`config.mk`:
```
export PLATFORM = sky130hd
export DESIGN_NAME = ahb_dma_ch_arb
export DESIGN_NICKNAME = d
export VERILOG_FILES = /design/src/rtl/ahb_dma_arb_pkg.sv /design/src/rtl/ahb_dma_pri_lvl_dec.sv /design/src/rtl/ahb_dma_ch_arb.sv
export SDC_FILE = /design/constraint.sdc
export NUM_CORES = 1
export LEC_CHECK = 0
export ABC_AREA = 1
export BUFFER_PORTS_ARGS = -buffer_cell sky130_fd_sc_hd__buf_2
export CORE_MARGIN = 1.5
export CORE_UTILIZATION = 53
export DETAILED_ROUTE_END_ITERATION = 16
export PLACE_DENSITY = 0.79
export RECOVER_POWER = 100
export REMOVE_ABC_BUFFERS = 1
export SYNTH_ARGS = -nofsm -noshare
export SYNTH_HDL_FRONTEND = slang
export SYNTH_SLANG_ARGS = --single-unit
```
`constraint.sdc`:
```
create_clock -name HCLK -period 2.6 [get_ports HCLK]
set_clock_uncertainty 0.15 [all_clocks]
set_input_delay 0 -clock HCLK [delete_from_list [all_inputs] [get_ports HCLK]]
set_output_delay 0 -clock HCLK [all_outputs]
set_load 0.1 [all_outputs]
```
`src/rtl/ahb_dma_arb_pkg.sv`:
```
// Shared types and helpers for the AHB DMA channel arbiter.
package ahb_dma_arb_pkg;

    localparam int unsigned MAX_CH    = 32;
    localparam int unsigned DEF_PRI_W = 3;

    typedef enum logic [1:0] {
        IDLE = 2'd0,
        SEL  = 2'd1,
        GNT  = 2'd2
    } arb_state_t;

    // Binary index of a one-hot vector; an all-zero input maps to 0.
    function automatic logic [4:0] onehot2idx(input logic [MAX_CH-1:0] oh);
        logic [4:0] idx;
        idx = '0;
        for (int i = 0; i < MAX_CH; i++) begin
            if (oh[i]) idx = idx | 5'(i);
        end
        return idx;
    endfunction

endpackage

```
`src/rtl/ahb_dma_pri_lvl_dec.sv`:
```
// Per-channel priority decoder: one-hot level vector, zero when not requesting.
module ahb_dma_pri_lvl_dec #(
    parameter int unsigned PRI_W = 3
) (
    input  logic                  valid,
    input  logic [PRI_W-1:0]      pri,
    output logic [2**PRI_W-1:0]   lvl_oh
);

    // Decode the priority into its level bit, gated by the request.
    always_comb begin
        lvl_oh = '0;
        if (valid) lvl_oh[pri] = 1'b1;
    end

endmodule

```
`src/rtl/ahb_dma_ch_arb.sv`:
```
// DMA channel arbiter: highest priority wins, round-robin within a level,
// grant registered and held until the burst ends or the channel drops out.
module ahb_dma_ch_arb
    import ahb_dma_arb_pkg::*;
#(
    parameter int unsigned NUM_CH = 8,
    parameter int unsigned PRI_W  = DEF_PRI_W,
    parameter int unsigned IDX_W  = $clog2(NUM_CH)
) (
    input  logic                    HCLK,
    input  logic                    HRESETn,
    input  logic                    arb_en,
    input  logic [NUM_CH-1:0]       ch_req,
    input  logic [NUM_CH*PRI_W-1:0] ch_pri,
    input  logic                    xfer_done,
    output logic                    gnt_vld,
    output logic [NUM_CH-1:0]       gnt_oh,
    output logic [IDX_W-1:0]        gnt_idx,
    output logic [PRI_W-1:0]        gnt_pri,
    output logic                    arb_busy
);

    localparam int unsigned NUM_LVL = 2**PRI_W;

    arb_state_t          state_q, state_d;
    logic [PRI_W-1:0]    lvl_q, lvl_d;
    logic [IDX_W-1:0]    last_idx_q, last_idx_d;
    logic                gnt_vld_q, gnt_vld_d;
    logic [NUM_CH-1:0]   gnt_oh_q, gnt_oh_d;
    logic [IDX_W-1:0]    gnt_idx_q, gnt_idx_d;
    logic [PRI_W-1:0]    gnt_pri_q, gnt_pri_d;

    logic [NUM_LVL-1:0]  lvl_oh [NUM_CH];
    logic [NUM_LVL-1:0]  lvl_any;
    logic [PRI_W-1:0]    max_lvl;
    logic [NUM_CH-1:0]   cand;
    logic [IDX_W-1:0]    rr_start;
    logic [NUM_CH-1:0]   rot;
    logic [NUM_CH-1:0]   win_oh;
    logic [IDX_W-1:0]    win_idx;
    logic                release_gnt;

    for (genvar g = 0; g < NUM_CH; g++) begin : g_dec
        ahb_dma_pri_lvl_dec #(
            .PRI_W (PRI_W)
        ) u_dec (
            .valid  (ch_req[g]),
            .pri    (ch_pri[g*PRI_W +: PRI_W]),
            .lvl_oh (lvl_oh[g])
        );
    end

    // OR the per-channel level vectors and take the highest occupied level.
    always_comb begin
        lvl_any = '0;
        for (int i = 0; i < NUM_CH; i++) lvl_any = lvl_any | lvl_oh[i];
        max_lvl = '0;
        for (int i = 0; i < NUM_LVL; i++) begin
            if (lvl_any[i]) max_lvl = PRI_W'(i);
        end
    end

    // Candidates: still requesting at exactly the captured level.
    always_comb begin
        cand = '0;
        for (int i = 0; i < NUM_CH; i++) begin
            cand[i] = ch_req[i] && (ch_pri[i*PRI_W +: PRI_W] == lvl_q);
        end
    end

    // Round-robin: rotate a doubled candidate vector so the search starts just
    // after the last winner, find the first set bit, then map back mod NUM_CH.
    always_comb begin
        int unsigned pos;
        logic        found;
        rr_start = (last_idx_q == IDX_W'(NUM_CH - 1)) ? '0 : last_idx_q + 1'b1;
        rot      = NUM_CH'({cand, cand} >> rr_start);
        win_oh   = '0;
        found    = 1'b0;
        pos      = 0;
        for (int k = 0; k < NUM_CH; k++) begin
            if (!found && rot[k]) begin
                found = 1'b1;
                pos   = int'(rr_start) + k;
                if (pos >= NUM_CH) pos = pos - NUM_CH;
                win_oh[pos] = 1'b1;
            end
        end
        win_idx = IDX_W'(onehot2idx(MAX_CH'(win_oh)));
    end

    assign release_gnt = xfer_done || !ch_req[gnt_idx_q];

    // FSM next-state and grant register update.
    always_comb begin
        state_d    = state_q;
        lvl_d      = lvl_q;
        last_idx_d = last_idx_q;
        gnt_vld_d  = gnt_vld_q;
        gnt_oh_d   = gnt_oh_q;
        gnt_idx_d  = gnt_idx_q;
        gnt_pri_d  = gnt_pri_q;
        unique case (state_q)
            IDLE: begin
                if (arb_en && |ch_req) begin
                    lvl_d   = max_lvl;
                    state_d = SEL;
                end
            end
            SEL: begin
                if (cand == '0) begin
                    state_d = IDLE;
                end else begin
                    gnt_oh_d  = win_oh;
                    gnt_idx_d = win_idx;
                    gnt_pri_d = lvl_q;
                    gnt_vld_d = 1'b1;
                    state_d   = GNT;
                end
            end
            GNT: begin
                if (release_gnt) begin
                    last_idx_d = gnt_idx_q;
                    gnt_vld_d  = 1'b0;
                    gnt_oh_d   = '0;
                    state_d    = IDLE;
                end
            end
            default: state_d = IDLE;
        endcase
    end

    // State registers; the reset search start is channel 0.
    always_ff @(posedge HCLK or negedge HRESETn) begin
        if (!HRESETn) begin
            state_q    <= IDLE;
            lvl_q      <= '0;
            last_idx_q <= IDX_W'(NUM_CH - 1);
            gnt_vld_q  <= 1'b0;
            gnt_oh_q   <= '0;
            gnt_idx_q  <= '0;
            gnt_pri_q  <= '0;
        end else begin
            state_q    <= state_d;
            lvl_q      <= lvl_d;
            last_idx_q <= last_idx_d;
            gnt_vld_q  <= gnt_vld_d;
            gnt_oh_q   <= gnt_oh_d;
            gnt_idx_q  <= gnt_idx_d;
            gnt_pri_q  <= gnt_pri_d;
        end
    end

    assign gnt_vld  = gnt_vld_q;
    assign gnt_oh   = gnt_oh_q;
    assign gnt_idx  = gnt_idx_q;
    assign gnt_pri  = gnt_pri_q;
    assign arb_busy = (state_q != IDLE);

    a_oh_onehot0: assert property (@(posedge HCLK) disable iff (!HRESETn)
        $onehot0(gnt_oh_q));
    a_oh_idx_vld: assert property (@(posedge HCLK) disable iff (!HRESETn)
        gnt_oh_q[gnt_idx_q] == gnt_vld_q);
    a_vld_in_gnt: assert property (@(posedge HCLK) disable iff (!HRESETn)
        gnt_vld_q |-> state_q == GNT);

endmodule
```
Yosys cells after proc, flatten, opt, wreduce, memory -nomap -nowiden
Cells that the tools add are included.
{ "word_totals": {"ff_bits": 23, "inputBits": 36, "output_inout_bits": 16, "wordCells": 243} }
{ "classes": {"add_sub_neg": 16, "magnitude_cmp": 41, "n_eq_ne": 14, "shifts": 1, "n_mux": 98, "bitwise_logic": 15, "reduce_logical": 51} }
{ "ops": {"columns": ["operator", "n"], "rows": [
  ["32-bit two-way mux", 16],
  ["32-bit by 1-bit greater-or-equal comparator with 1-bit output (second input constant)", 8],
  ["32-bit by 4-bit less-than comparator with 1-bit output (second input constant)", 8],
  ["8-bit two-way mux", 18],
  ["8-bit OR", 14],
  ["1-bit demux with 3-bit select", 16],
  ["3-bit by 4-bit less-than comparator with 1-bit output (second input constant)", 9],
  ["4-bit by 4-bit subtractor with 5-bit output (second input constant)", 7],
  ["1-bit logical AND", 32],
  ["4-bit greater-or-equal comparator (second input constant)", 7],
  ["1-bit two-way mux", 28],
  ["3-bit two-way mux", 9],
  ["3-bit == test", 8],
  ["3-bit by 1-bit greater-or-equal comparator with 1-bit output (second input constant)", 8],
  ["3-bit by 3-bit adder with 4-bit output (second input constant)", 4],
  ["8-bit one-hot mux with 2 select lines", 1],
  ["16-bit by 3-bit >> shifter with 8-bit output", 1],
  ["2-bit two-way mux", 7],
  ["3-bit by 2-bit adder with 4-bit output (second input constant)", 2],
  ["1-bit logical NOT", 8],
  ["8-bit logical NOT", 1],
  ["2-bit AND reduction", 4],
  ["8-bit OR reduction", 1],
  ["2-bit inequality test (second input constant)", 3],
  ["other kinds (15)", 16]
]} }

Longest topological paths before layout
{ "depth": {"ltp_word": 38, "depth_mapped": 19, "mapped_depth_nobuf": 18} }

By module
A second synthesis with hierarchy kept.
{ "hier_totals": {"hier_cells": 651, "hier_area_um2": 3498.4} }
{ "modules_own_cells": {"columns": ["mod", "instances", "cells_per_inst", "area_each_um2", "seq_area_each_um2"], "rows": [
  ["ahb_dma_ch_arb", 1, 515, 2987.9, 579.3],
  ["ahb_dma_pri_lvl_dec", 8, 17, 63.8, 0.0]
]} }

Least setup slack after synthesis
No wires, ideal clock.
{ "synth_timing": {"kind": "register to register", "startpoint": "register last_idx_q[0]", "endpoint": "register gnt_idx_q[1] (netlist: gnt_idx[1])", "setup_ns": 0.125, "arrival_ns": 2.459, "required_time_ns": 2.325, "slack_ns": -0.134, "path_stages_with_launch": 19, "path_buffers": 2, "synth_period_minus_slack_ns": 2.734, "path_cell_list": "dfstp_2 -> ha_1 -> ha_1 -> nor2_1 -> clkbuf_1 -> nand3_1 -> nand3_1 -> nand2_1 -> nand2_1 -> nand2_2 -> buf_2 -> nand3_2 -> nor2_1 -> nor2_1 -> nand3_1 -> nor2_1 -> nand3_1 -> nor2_1 -> a21oi_1"} }
{ "synth_between": {"elab_chain_len": 31} }
{ "synth_rtl": {"columns": ["item", "line", "rtl"], "rows": [
  ["from (decl)", "ahb_dma_ch_arb.sv:27", "logic [IDX_W-1:0] last_idx_q, last_idx_d;"],
  ["from (signal assigned)", "ahb_dma_ch_arb.sv:138", "last_idx_q <= IDX_W'(NUM_CH - 1);"],
  ["from (signal assigned)", "ahb_dma_ch_arb.sv:146", "last_idx_q <= last_idx_d;"],
  ["3-bit by 1-bit adder with 3-bit output or 3-bit == test (tied branches)", "ahb_dma_ch_arb.sv:76", "rr_start = (last_idx_q == IDX_W'(NUM_CH - 1)) ? '0 : last_idx_q + 1'b1;"],
  ["3-bit two-way mux (*)", "ahb_dma_ch_arb.sv:76", null],
  ["branches (longest 22 deep; another with 32-bit by 1-bit greater-or-equal comparator with 1-bit output)", null, null],
  ["8-bit two-way mux (*)", "ahb_dma_ch_arb.sv:82", "if (!found && rot[k]) begin"],
  ["2-bit two-way mux (2 in a row)", "ahb_dma_arb_pkg.sv:18", "if (oh[i]) idx = idx | 5'(i);"],
  ["3-bit two-way mux (3 in a row)", "ahb_dma_arb_pkg.sv:18", null],
  ["3-bit two-way mux (*)", "ahb_dma_arb_pkg.sv:18", null],
  ["to (signal assigned)", "ahb_dma_ch_arb.sv:149", "gnt_idx_q <= gnt_idx_d;"],
  ["to (decl)", "ahb_dma_ch_arb.sv:30", "logic [IDX_W-1:0] gnt_idx_q, gnt_idx_d;"]
]} }
Every way passes the cells marked *. The select of a mux whose other input is x is not followed.
A chain may end at the register's enable or synchronous reset.

Worst setup path after layout
{ "layout_timing": {"startpoint": "register lvl_q[1]", "endpoint": "register gnt_idx_q[2] (netlist: gnt_idx[2])"} }
{ "layout_between": {"elab_chain_len": 29} }
{ "layout_rtl": {"columns": ["item", "line", "rtl"], "rows": [
  ["from (decl)", "ahb_dma_ch_arb.sv:26", "logic [PRI_W-1:0] lvl_q, lvl_d;"],
  ["from (signal assigned)", "ahb_dma_ch_arb.sv:145", "lvl_q <= lvl_d;"],
  ["3-bit == test", "ahb_dma_ch_arb.sv:67", "cand[i] = ch_req[i] && (ch_pri[i*PRI_W +: PRI_W] == lvl_q);"],
  ["1-bit logical AND", "ahb_dma_ch_arb.sv:67", null],
  ["16-bit by 3-bit >> shifter with 8-bit output", "ahb_dma_ch_arb.sv:77", "rot = NUM_CH'({cand, cand} >> rr_start);"],
  ["1-bit two-way mux", "ahb_dma_ch_arb.sv:82", null],
  ["1-bit logical NOT", "ahb_dma_ch_arb.sv:82", null],
  ["1-bit logical AND", "ahb_dma_ch_arb.sv:82", null],
  ["1-bit two-way mux", "ahb_dma_ch_arb.sv:82", null],
  ["1-bit logical NOT", "ahb_dma_ch_arb.sv:82", null],
  ["(+10 left out)", null, null],
  ["1-bit two-way mux", "ahb_dma_ch_arb.sv:82", null],
  ["1-bit logical NOT", "ahb_dma_ch_arb.sv:82", null],
  ["1-bit logical AND", "ahb_dma_ch_arb.sv:82", null],
  ["1-bit two-way mux", "ahb_dma_ch_arb.sv:82", null],
  ["1-bit logical NOT", "ahb_dma_ch_arb.sv:82", null],
  ["1-bit logical AND", "ahb_dma_ch_arb.sv:82", null],
  ["8-bit two-way mux", "ahb_dma_ch_arb.sv:82", null],
  ["3-bit two-way mux (4 in a row)", "ahb_dma_arb_pkg.sv:18", null]
]} }
Several ways; a longest one is shown, not always the timed one.

==> metrics.txt <==
FILL cells=437; Final Hold Vio Count=0; Clock transition at path regs=0.08 ns; Area Growth Syn to Fin=48.3%; Syn. warnings=0; CP dominant cell by count=nand3_1; Yosys cell types=41; share of cells above drive strength 1=30.3%; status=finished with violations; GRT Total Usage=39.2%; clk sinks=23; Final Max Tran Viols=0; # nets final=753; Initial Util=54.5%; Crit Reg-Reg Startpoint=lvl_q[1]; cell breakdown of the critical path=buf_12, nand2_1, nand2_1, nor2_1, nand3_2, nand3_1, nand3_1, nand2_4, nor2_8, buf_4, nand3b_1, nand3_1, nor2_2, nand3_4, nor2_4, a21oi_2; RePlAce Congestion=around 1.2; Hold WS=0.0984 ns; Die ar.=6490 sq um; worst setup path start=lvl_q[1]; largest net degree at the start of global routing=24; post-route minimum period=a little under 3 ns; Routed Antenna Nets=0; CP max FO=13; mapped cell area=between 3000 and 4000 sq um; number of global-route vias before repair=~4,200; wire per inst=about 17 um; detailed placement HPWL=8.94 mm; CP max stage delay=0.45 ns; worst slew pin tran=between 1 and 1.5 ns; Reg2Reg Setup Slack=-0.32 ns; antenna cells=0; DRC errors left=0; f_max=342 MHz; failing checks=setup timing; RSZ-0062 raised after global routing=yes; setup violators final=11; drt total wl=13.7 mm; final worst setup slack=-0.320 ns; worst hold path startpoint=ch_req[5]; CP bufs+invs=2; Detailed Routing Iterations Pass 1=6; clk_lat worst skew=0.27 ns; Top FF cell, synth=dfrtp_1; hold crit path type=in -> reg; CTS tree=done; first-pass GRT wire length=19.8 mm; CP delay by family, top=simple AND/OR/NAND/NOR gates; initial antenna violation count=0; critical path's slowest cell=dfrtp_1; asr flop ratio synth=100%; #FFs+latches synth=23; critical path endpoint category=flip-flop; Worst setup SP type=flip-flop; Synth top cells by count=nand2_1, nor2_1, nand3_1; chip width=~80 um; Core Rows=28; share of the synthesized area in the top cell type=17.9%; CTS Buf Count=3; CTS H-tree depth=1; Seq/Total Area, Yosys=18.2%; gate count of the mapped netlist=~600; pre-CTS setup slack=-0.403 ns; fin util=80.9%; via count=4,748; synth top area cells=nand2_1, dfrtp_1, nor2_1; Overflow after GRT=0; max cap viols=0; crit path kind=reg -> reg; CORE AREA=5850 sq um; Syn Area/Cell=around 5.4 sq um; Post-synth EDFFs=0; placed cells=770; via-per-instance ratio=6.03; most frequent cell after synthesis=nand2_1; Die H=80.6 um; Root Buffer=clkbuf_8; crit path DAT=between 2 and 3 ns; slew margin rel.=19.8%; CTS max path bufs=2; Tcrit/Tclk final=112%; Crit path required time=2.61 ns; cell taking the most area after synthesis=nand2_1; DR iter-0 viols=610; Port Buffers=51; io pins=52; fin cells=between 700 and 800
tightest hold or removal path: stages:
cell     delay [ns]
buf_2          0.12
nor4_1         0.06
nand2_1        0.07
nand3_1        0.12
inv_1          0.11
repair_timing:
item                                    4_1_cts  5_1_grt
buffers inserted                              8        1
gates resized for setup                      91       56
hold buffers                                  3        0
endpoints found under the setup margin       11       11
hold endpoints to repair                     28        0
cloned                                        3        0
pin swaps                                    32       36
path summary, 6_finish.rpt:
path,endpoint,cells past startpoint
min in group asynchronous,gnt_oh[3],2
max in group asynchronous,lvl_q[0],2
worst min register to register,gnt_oh[6],2
worst max register to register,gnt_idx[2],16
worst max-delay path,gnt_idx[2],16
worst min-delay path,state_q[0],5
registers in the layout (all words and copies together) (netlist names):
| register | flops |
|---|---|
| gnt_pri | 3 |
| state_q | 2 |
| gnt_idx | 3 |
| lvl_q | 3 |
| last_idx_q | 3 |
| gnt_vld | 1 |
| gnt_oh | 8 |
final cells by class:
type | instances | area [sq um] | share of cell area, %
timing repair inverter | 1 | 6.26 | 0.132
tap | 75 | 93.8 | 1.98
clock buffer | 4 | 45.0 | 0.952
timing repair buffer | 124 | 853 | 18.0
multi-input combinational | 472 | 2810 | 59.4
inverter | 88 | 344 | 7.27
sequential | 23 | 579 | 12.2
cells in the final DEF (no fill, tap or decap), types with 3 or more instances in the layout:
master / n
nor4_1: 6
nand2_2: 4
nor2_1: 103
nand4_1: 13
nand3_2: 26
o21ai_0: 15
dlygate4sd3_1: 3
dfrtp_1: 20
nand3_4: 20
buf_2: 35
nor3_1: 5
o22ai_1: 7
a221oi_1: 3
nand3b_1: 7
a21oi_2: 3
nor2_2: 20
dfstp_2: 3
a22oi_1: 3
inv_1: 80
clkbuf_8: 3
nand3_1: 44
ha_4: 3
clkbuf_1: 17
nor2_4: 6
buf_6: 8
a21oi_1: 10
a22o_1: 3
nand2_1: 143
buf_4: 59
inv_2: 4
nand2_4: 8
routing by layer:
metal / wire length [um] / GRT usage, % / vias up
li1: - / - / 2167
met1: 5180 / 50.5 / 2112
met2: 6260 / 64.3 / 381
met3: 1610 / 7.73 / 88
met4: 600 / 14.7 / 0
met5: 0 / 0 / -
metrics by stage:
step,setup TNS (ns),cell area [sq um]
5_1_grt,-3.95,4730
3_3_place_gp,-2.32,3950
2_1_floorplan,-6.76,3120
3_5_place_dp,-3.46,3950
6_report,-2.73,4730
4_1_cts,-0.692,4540
cell families (layout without fill, tap and decap cells):
| family | count (synthesis) | count (layout) | synth area share (%) |
|---|---|---|---|
| XOR/XNOR | 2 | 2 | 0.549 |
| flip-flops | 23 | 23 | 18.2 |
| AND/OR/NAND/NOR | 409 | 409 | 55.9 |
| adder cells (fa/ha/maj) | 4 | 4 | 1.57 |
| AO/OA/AOI/OAI | 57 | 57 | 11.3 |
| buffers and inverters | 100 | 217 | 12.6 |
Power is not shown: default switching activity piles up to over one toggle a cycle in this logic, so the estimate is an artifact.
